===== src/rtl/mem_arbiter.sv =====
// -----------------------------------------------------------------------------
// mem_arbiter
//
// Shares one memory port between instruction fetch and the load/store path.
// One transaction at a time is sequenced through a req/ack handshake with the
// memory. Data accesses win arbitration, but a saturating streak counter forces
// a fetch grant after MAX_D_STREAK consecutive data grants made while fetch was
// waiting, so fetch is never starved.
//
// Ports
//   clk, rst          clock; synchronous active-high reset
//   i_req, i_addr     fetch request (read only)
//   i_ack, i_rdata    one-cycle completion pulse, registered fetched word
//   d_req, d_we,      data request: we=1 store, we=0 load
//   d_addr, d_wdata
//   d_ack, d_rdata    one-cycle completion pulse, registered loaded word
//   mem_req, mem_we,  memory request; address/data/we latched at grant time
//   mem_addr, mem_wdata
//   mem_ack, mem_rdata memory completion (one cycle), read data valid with ack
//   busy              high whenever the arbiter is not idle
//
// Timing: request seen in IDLE at cycle k -> mem_req at k+1; mem_ack at k+1
// -> x_ack at k+2 -> IDLE at k+3. Every output is a flop, so nothing on the
// memory side depends combinationally on mem_ack.
// -----------------------------------------------------------------------------
module mem_arbiter #(
  parameter int AW           = 32,
  parameter int DW           = 32,
  parameter int MAX_D_STREAK = 4
) (
  input  logic          clk,
  input  logic          rst,

  input  logic          i_req,
  input  logic [AW-1:0] i_addr,
  output logic          i_ack,
  output logic [DW-1:0] i_rdata,

  input  logic          d_req,
  input  logic          d_we,
  input  logic [AW-1:0] d_addr,
  input  logic [DW-1:0] d_wdata,
  output logic          d_ack,
  output logic [DW-1:0] d_rdata,

  output logic          mem_req,
  output logic          mem_we,
  output logic [AW-1:0] mem_addr,
  output logic [DW-1:0] mem_wdata,
  input  logic          mem_ack,
  input  logic [DW-1:0] mem_rdata,

  output logic          busy
);

  // Streak counter spans 0..MAX_D_STREAK inclusive.
  localparam int            SW         = (MAX_D_STREAK < 1) ? 1 : $clog2(MAX_D_STREAK + 1);
  localparam logic [SW-1:0] STREAK_MAX = SW'(MAX_D_STREAK);

  typedef enum logic [2:0] {
    S_IDLE,
    S_BUSY_I,
    S_BUSY_D,
    S_DONE_I,
    S_DONE_D
  } state_t;

  state_t        state;
  state_t        state_nxt;
  logic [SW-1:0] streak;
  logic [SW-1:0] streak_nxt;
  logic          grant_i;
  logic          grant_d;

  // ---------------------------------------------------------------------------
  // Next-state, arbitration and streak update
  // ---------------------------------------------------------------------------
  always_comb begin
    // NOTE: every signal assigned in this block gets a default first, so no
    // path through the case statement can leave one unassigned and infer a latch.
    state_nxt  = state;
    streak_nxt = streak;
    grant_i    = 1'b0;
    grant_d    = 1'b0;

    case (state)
      S_IDLE: begin
        // Data wins unless fetch is waiting and the data streak is exhausted.
        if (d_req && !(i_req && (streak == STREAK_MAX))) begin
          grant_d   = 1'b1;
          state_nxt = S_BUSY_D;
          // Only data grants that kept fetch waiting count toward the streak.
          if (!i_req) begin
            streak_nxt = '0;
          end else if (streak != STREAK_MAX) begin
            streak_nxt = streak + SW'(1);
          end
        end else if (i_req) begin
          grant_i    = 1'b1;
          state_nxt  = S_BUSY_I;
          streak_nxt = '0;
        end
      end

      S_BUSY_I: if (mem_ack) state_nxt = S_DONE_I;
      S_BUSY_D: if (mem_ack) state_nxt = S_DONE_D;

      S_DONE_I,
      S_DONE_D: state_nxt = S_IDLE;

      default:  state_nxt = S_IDLE;
    endcase
  end

  // ---------------------------------------------------------------------------
  // State register
  // ---------------------------------------------------------------------------
  always_ff @(posedge clk) begin
    // NOTE: sequential state uses non-blocking assignments so every flop samples
    // the pre-edge values regardless of statement order.
    if (rst) begin
      state  <= S_IDLE;
      streak <= '0;
    end else begin
      state  <= state_nxt;
      streak <= streak_nxt;
    end
  end

  // ---------------------------------------------------------------------------
  // Registered outputs
  //
  // Status outputs are decoded from the next state so they line up with the
  // state register while still leaving the block straight from flops.
  // Address, write data and we are latched only on the grant edge; the
  // requester may change its inputs during BUSY without affecting the memory.
  // ---------------------------------------------------------------------------
  always_ff @(posedge clk) begin
    if (rst) begin
      mem_req   <= 1'b0;
      mem_we    <= 1'b0;
      mem_addr  <= '0;
      mem_wdata <= '0;
      i_ack     <= 1'b0;
      d_ack     <= 1'b0;
      i_rdata   <= '0;
      d_rdata   <= '0;
      busy      <= 1'b0;
    end else begin
      mem_req <= (state_nxt == S_BUSY_I) || (state_nxt == S_BUSY_D);
      busy    <= (state_nxt != S_IDLE);
      i_ack   <= (state_nxt == S_DONE_I);
      d_ack   <= (state_nxt == S_DONE_D);

      if (grant_d) begin
        mem_addr  <= d_addr;
        mem_wdata <= d_wdata;
        mem_we    <= d_we;
      end else if (grant_i) begin
        // Fetch is always a read; the stale write data is harmless.
        mem_addr  <= i_addr;
        mem_we    <= 1'b0;
      end

      // Read data is captured on the ack edge and held until the next read
      // for the same requester; stores leave d_rdata untouched.
      if ((state == S_BUSY_I) && mem_ack) begin
        i_rdata <= mem_rdata;
      end
      if ((state == S_BUSY_D) && mem_ack && !mem_we) begin
        d_rdata <= mem_rdata;
      end
    end
  end

endmodule


===== config.mk =====
export PLATFORM = sky130hd
export DESIGN_NAME = mem_arbiter
export DESIGN_NICKNAME = d
export VERILOG_FILES = /design/src/rtl/mem_arbiter.sv
export SDC_FILE = /design/constraint.sdc
export NUM_CORES = 1
export LEC_CHECK = 0
export BUFFER_PORTS_ARGS = -buffer_cell sky130_fd_sc_hd__buf_2
export CORE_MARGIN = 10
export CORE_UTILIZATION = 43
export CTS_CLUSTER_SIZE = 12
export DETAILED_ROUTE_END_ITERATION = 10
export GPL_ROUTABILITY_DRIVEN = 0
export PLACE_DENSITY = 0.86
export SETUP_SLACK_MARGIN = 0.3
export SLEW_MARGIN = 15
export SYNTH_ARGS = -nofsm -noshare
export SYNTH_HDL_FRONTEND = slang
export SYNTH_SLANG_ARGS = --single-unit

===== constraint.sdc =====
create_clock -name clk -period 1.6 [get_ports clk]
set_input_delay 0.16 -clock clk [delete_from_list [all_inputs] [get_ports clk]]
set_output_delay 0.16 -clock clk [all_outputs]
set_load 0.01 [all_outputs]

==> impl_metrics.prom <==
# TYPE chip_impl_metric gauge
chip_impl_info{name="status",value="complete, but fails checks"} 1
chip_impl_info{name="violations_in_the_final_reports",value="setup timing"} 1
chip_impl_metric{name="maximum_number_of_pins_on_one_net_before_global_route_repair",unit=""} 108
chip_impl_metric{name="fin_worst_skew",unit="ps"} 7.76
chip_impl_metric{name="die_h",unit="microns"} 137
chip_impl_info{name="worst_hold_path_type",value="in -> reg"} 1
chip_impl_metric{name="timing_hold_violations_final",unit=""} 0
chip_impl_info{name="tritoncts",value="done"} 1
chip_impl_metric{name="worst_slew_pin_slew",unit="ps"} 676
chip_impl_metric{name="io_buffers",unit=""} 266
chip_impl_metric{name="postSynthRegisterBits",unit=""} 139
chip_impl_metric{name="clk-insertion-delay-late",unit="ps"} 420
chip_impl_metric{name="top_level_ports",unit=""} 267
chip_impl_metric{name="layout_setup_ws",unit="ps"} -41.7
chip_impl_metric{name="via_per_inst",unit=""} 5.84
chip_impl_metric{name="rows",unit=""} 42
chip_impl_metric{name="number_of_synthesis_warnings",unit=""} 0
chip_impl_metric{name="drtIter0Drc",unit=""} 758
chip_impl_metric{name="synth-seq-area-share",unit="%"} 46.9
chip_impl_metric{name="initial_utilization",unit="%"} 44.3
chip_impl_metric{name="grt.overflow.total",unit=""} 0
chip_impl_metric{name="setup_viol_count_final",unit=""} 40
chip_impl_info{name="worstSetupEndpointType",value="flop"} 1
chip_impl_metric{name="clock_pin_slew_worst_setup_and_hold_paths",unit="ps"} 60
chip_impl_metric{name="synthesis.instances",unit=""} 689
chip_impl_metric{name="number_of_global_route_vias_before_repair",unit=""} 6844
chip_impl_metric{name="design.core.area",unit="sq mm"} 0.0134
chip_impl_info{name="rsz0062_at_grt",value="yes"} 1
chip_impl_metric{name="max_freq",unit="MHz"} 609
chip_impl_metric{name="area_growth",unit="%"} 67.1
chip_impl_metric{name="avg_wl_per_cell",unit="microns"} 21.8
chip_impl_info{name="root_buffer",value="sky130_fd_sc_hd__clkbuf_16"} 1
chip_impl_metric{name="grt_first_pass_wirelength",unit="microns"} 36800
chip_impl_metric{name="grtUsageTotal",unit="%"} 24.5
chip_impl_metric{name="antenna_left",unit=""} 0
chip_impl_metric{name="worstPathMaxFanout",unit=""} 13
chip_impl_metric{name="synth.lib_cells_used.distinct",unit=""} 35
chip_impl_metric{name="finalHoldWorstSlack",unit="ps"} 9.42
chip_impl_metric{name="max_slew_margin",unit="%"} 54.9
chip_impl_metric{name="die_area",unit="sq mm"} 0.0189
chip_impl_metric{name="timing.setup.tns",unit="ps"} -782
chip_impl_metric{name="first_pass_iters",unit=""} 5
chip_impl_metric{name="nNetsFinal",unit=""} 1136
chip_impl_metric{name="leak",unit="nW"} 4.07
chip_impl_metric{name="num_cts_buffers",unit=""} 17
chip_impl_metric{name="critical_path_required",unit="ps"} 1930
chip_impl_metric{name="synthesis.nets",unit=""} 825
chip_impl_metric{name="final_max_slew_viol_count",unit=""} 0
chip_impl_metric{name="average_cell_area_after_synthesis",unit="sq um"} 8.61
chip_impl_info{name="startpoint_kind_of_the_worst_setup_timing_path",value="flop"} 1
chip_impl_metric{name="worst-endpoint-arrival",unit="ps"} 1970
chip_impl_metric{name="pwr_density_cell",unit="mW/mm^2"} 1080
chip_impl_metric{name="number_of_h_tree_levels",unit=""} 4
chip_impl_metric{name="clock_sinks",unit=""} 139
chip_impl_metric{name="wl",unit="microns"} 26100
chip_impl_metric{name="width_of_the_die",unit="microns"} 137
chip_impl_info{name="worst-setup-path-type",value="reg -> reg"} 1
chip_impl_metric{name="grt_antenna_before_repair",unit=""} 3
chip_impl_metric{name="hpwlAfterDp",unit="microns"} 14400
chip_impl_metric{name="routed-via-count",unit=""} 6973
chip_impl_metric{name="peakVddDrop",unit="mV"} 0.796
chip_impl_metric{name="period_needed",unit="ps"} 1640
chip_impl_metric{name="post-route-drc-count",unit=""} 0
chip_impl_metric{name="cts_max_path_buffers",unit=""} 2
chip_impl_metric{name="final.period_utilization",unit="%"} 103
chip_impl_metric{name="netlist_area",unit="sq mm"} 0.00593
chip_impl_metric{name="maxCapViolCount",unit=""} 0
chip_impl_metric{name="final_layout_size_suffix_gt1_share",unit="%"} 46.8
-- metal layers --
layer  vias up  track usage, %  wire length [microns]
li1       3160               -                      -
met1      3309            28.5                   9470
met2       415            39.7                  13000
met3        89            8.38                   2440
met4         0            11.9                   1140
met5         -               0                      0
-- registers in the layout (all words and copies together), names as in the netlist --
signal / flops
mem_req: 1
i_ack: 1
d_ack: 1
streak: 3
mem_we: 1
d_rdata: 32
state: 3
busy: 1
i_rdata: 32
mem_addr: 32
mem_wdata: 32
-- synthesized netlist by cell type (all sizes together) --
| library cell | count | share of area (%) |
|---|---|---|
| a2111oi | 1 | 0.15 |
| a21boi | 1 | 0.13 |
| a21oi | 101 | 8.5 |
| a311oi | 1 | 0.15 |
| a31oi | 32 | 3.4 |
| and3 | 2 | 0.21 |
| buf | 24 | 2.4 |
| clkbuf | 58 | 3.7 |
| dfxtp | 139 | 47 |
| ha | 2 | 0.42 |
| inv | 37 | 2.3 |
| nand2 | 65 | 4.1 |
| nand2b | 1 | 0.11 |
| nand3 | 33 | 2.8 |
| nand3b | 1 | 0.13 |
| nand4 | 36 | 3.8 |
| nand4bb | 2 | 0.38 |
| nor2 | 6 | 0.38 |
| nor2b | 2 | 0.21 |
| nor3 | 35 | 3.0 |
| nor4 | 1 | 0.11 |
| nor4bb | 2 | 0.34 |
| o21a | 2 | 0.25 |
| o21ai | 35 | 3.0 |
| o21bai | 1 | 0.13 |
| o22ai | 2 | 0.21 |
| o31ai | 32 | 4.0 |
| o32ai | 32 | 8.5 |
| or3 | 2 | 0.21 |
| xnor2 | 1 | 0.15 |
-- critical path, stage by stage, from the launching register on --
cell	delay, ps
sky130_fd_sc_hd__dfxtp_2	330
sky130_fd_sc_hd__or3_4	400
sky130_fd_sc_hd__or3_4	410
sky130_fd_sc_hd__buf_12	170
sky130_fd_sc_hd__o32ai_2	250
-- layout make-up --
type	instances	area, sq um
fill	885	3490
multi-input combinational	431	3230
timing repair buffer	374	2830
sequential	139	2790
clock buffer	23	509
tap	176	220
clock inverter	9	179
inverter	37	139
antenna	4	10.0
-- per-stage QoR --
| stage | std cells | power, mW | setup WS [ps] | util, % | instance area [sq um] |
|---|---|---|---|---|---|
| after detailed placement | 1079 | 5.45 | -179 | 56.6 | 7580 |
| after global placement | 1079 | 5.42 | -140 | 56.6 | 7580 |
| final | 1193 | 10.7 | -41.7 | 74.0 | 9910 |
| after global routing | 1192 | 11.0 | -112 | 73.9 | 9910 |
| after floorplan | 689 | 4.79 | -0.792 | - | 6040 |
| after CTS | 1182 | 10.5 | -20.8 | 70.6 | 9470 |
-- cells in the final DEF (no fill, tap or decap), types with 12 or more instances in the layout --
| master | netlist | layout |
|---|---|---|
| sky130_fd_sc_hd__nand3_1 | 33 | 25 |
| sky130_fd_sc_hd__nor3_1 | 35 | 34 |
| sky130_fd_sc_hd__buf_12 | 0 | 18 |
| sky130_fd_sc_hd__o31ai_4 | 0 | 19 |
| sky130_fd_sc_hd__o32ai_2 | 30 | 32 |
| sky130_fd_sc_hd__buf_2 | 13 | 265 |
| sky130_fd_sc_hd__dlygate4sd3_1 | 0 | 47 |
| sky130_fd_sc_hd__nand4_1 | 36 | 36 |
| sky130_fd_sc_hd__nand2_1 | 65 | 65 |
| sky130_fd_sc_hd__dfxtp_1 | 139 | 134 |
| sky130_fd_sc_hd__buf_4 | 3 | 19 |
| sky130_fd_sc_hd__a21oi_1 | 101 | 76 |
| sky130_fd_sc_hd__inv_1 | 36 | 34 |
| sky130_fd_sc_hd__o21ai_0 | 35 | 29 |
| sky130_fd_sc_hd__a31oi_1 | 32 | 32 |
| sky130_fd_sc_hd__a21oi_2 | 0 | 25 |
| sky130_fd_sc_hd__o31ai_2 | 0 | 12 |
| sky130_fd_sc_hd__clkbuf_16 | 0 | 22 |
-- power by group --
| part | internal [mW] | switching (mW) |
|---|---|---|
| Combinational | 1.10 | 1.20 |
| Clock | 3.03 | 1.51 |
| Sequential | 3.69 | 0.142 |
| Total | 7.82 | 2.85 |
-- cell families after synthesis --
| logic type | after synthesis | share of synthesized area, % |
|---|---|---|
| compound gates | 240 | 28.4 |
| xor+xnor | 1 | 0.148 |
| fa+ha+maj | 2 | 0.422 |
| buf+inv | 119 | 8.37 |
| flops | 139 | 46.9 |
| simple gates | 188 | 15.7 |
-- final timing paths --
path,startpoint,to,slack [ps],cells after the start
max reg2reg,state[1]$_SDFF_PP0_,mem_addr[0]$_SDFFE_PP0P_,-40,4
min reg2reg,i_rdata[26]$_SDFFE_PP0P_,i_rdata[26]$_SDFFE_PP0P_,450,2
max,state[1]$_SDFF_PP0_,mem_addr[0]$_SDFFE_PP0P_,-40,4
min,d_wdata[20],mem_wdata[20]$_SDFFE_PP0P_,9,3
-- timing repair --
| item | 4_1_cts | 5_1_grt |
|---|---|---|
| endpoints found under the hold margin | 54 | 0 |
| gates cloned | 10 | 6 |
| resized for setup | 71 | 60 |
| pin swaps | 11 | 26 |
| endpoints found under the setup margin | 133 | 135 |
| hold buffers | 47 | 0 |
| setup buffers | 14 | 1 |
Power figures use the tool's default switching activity.
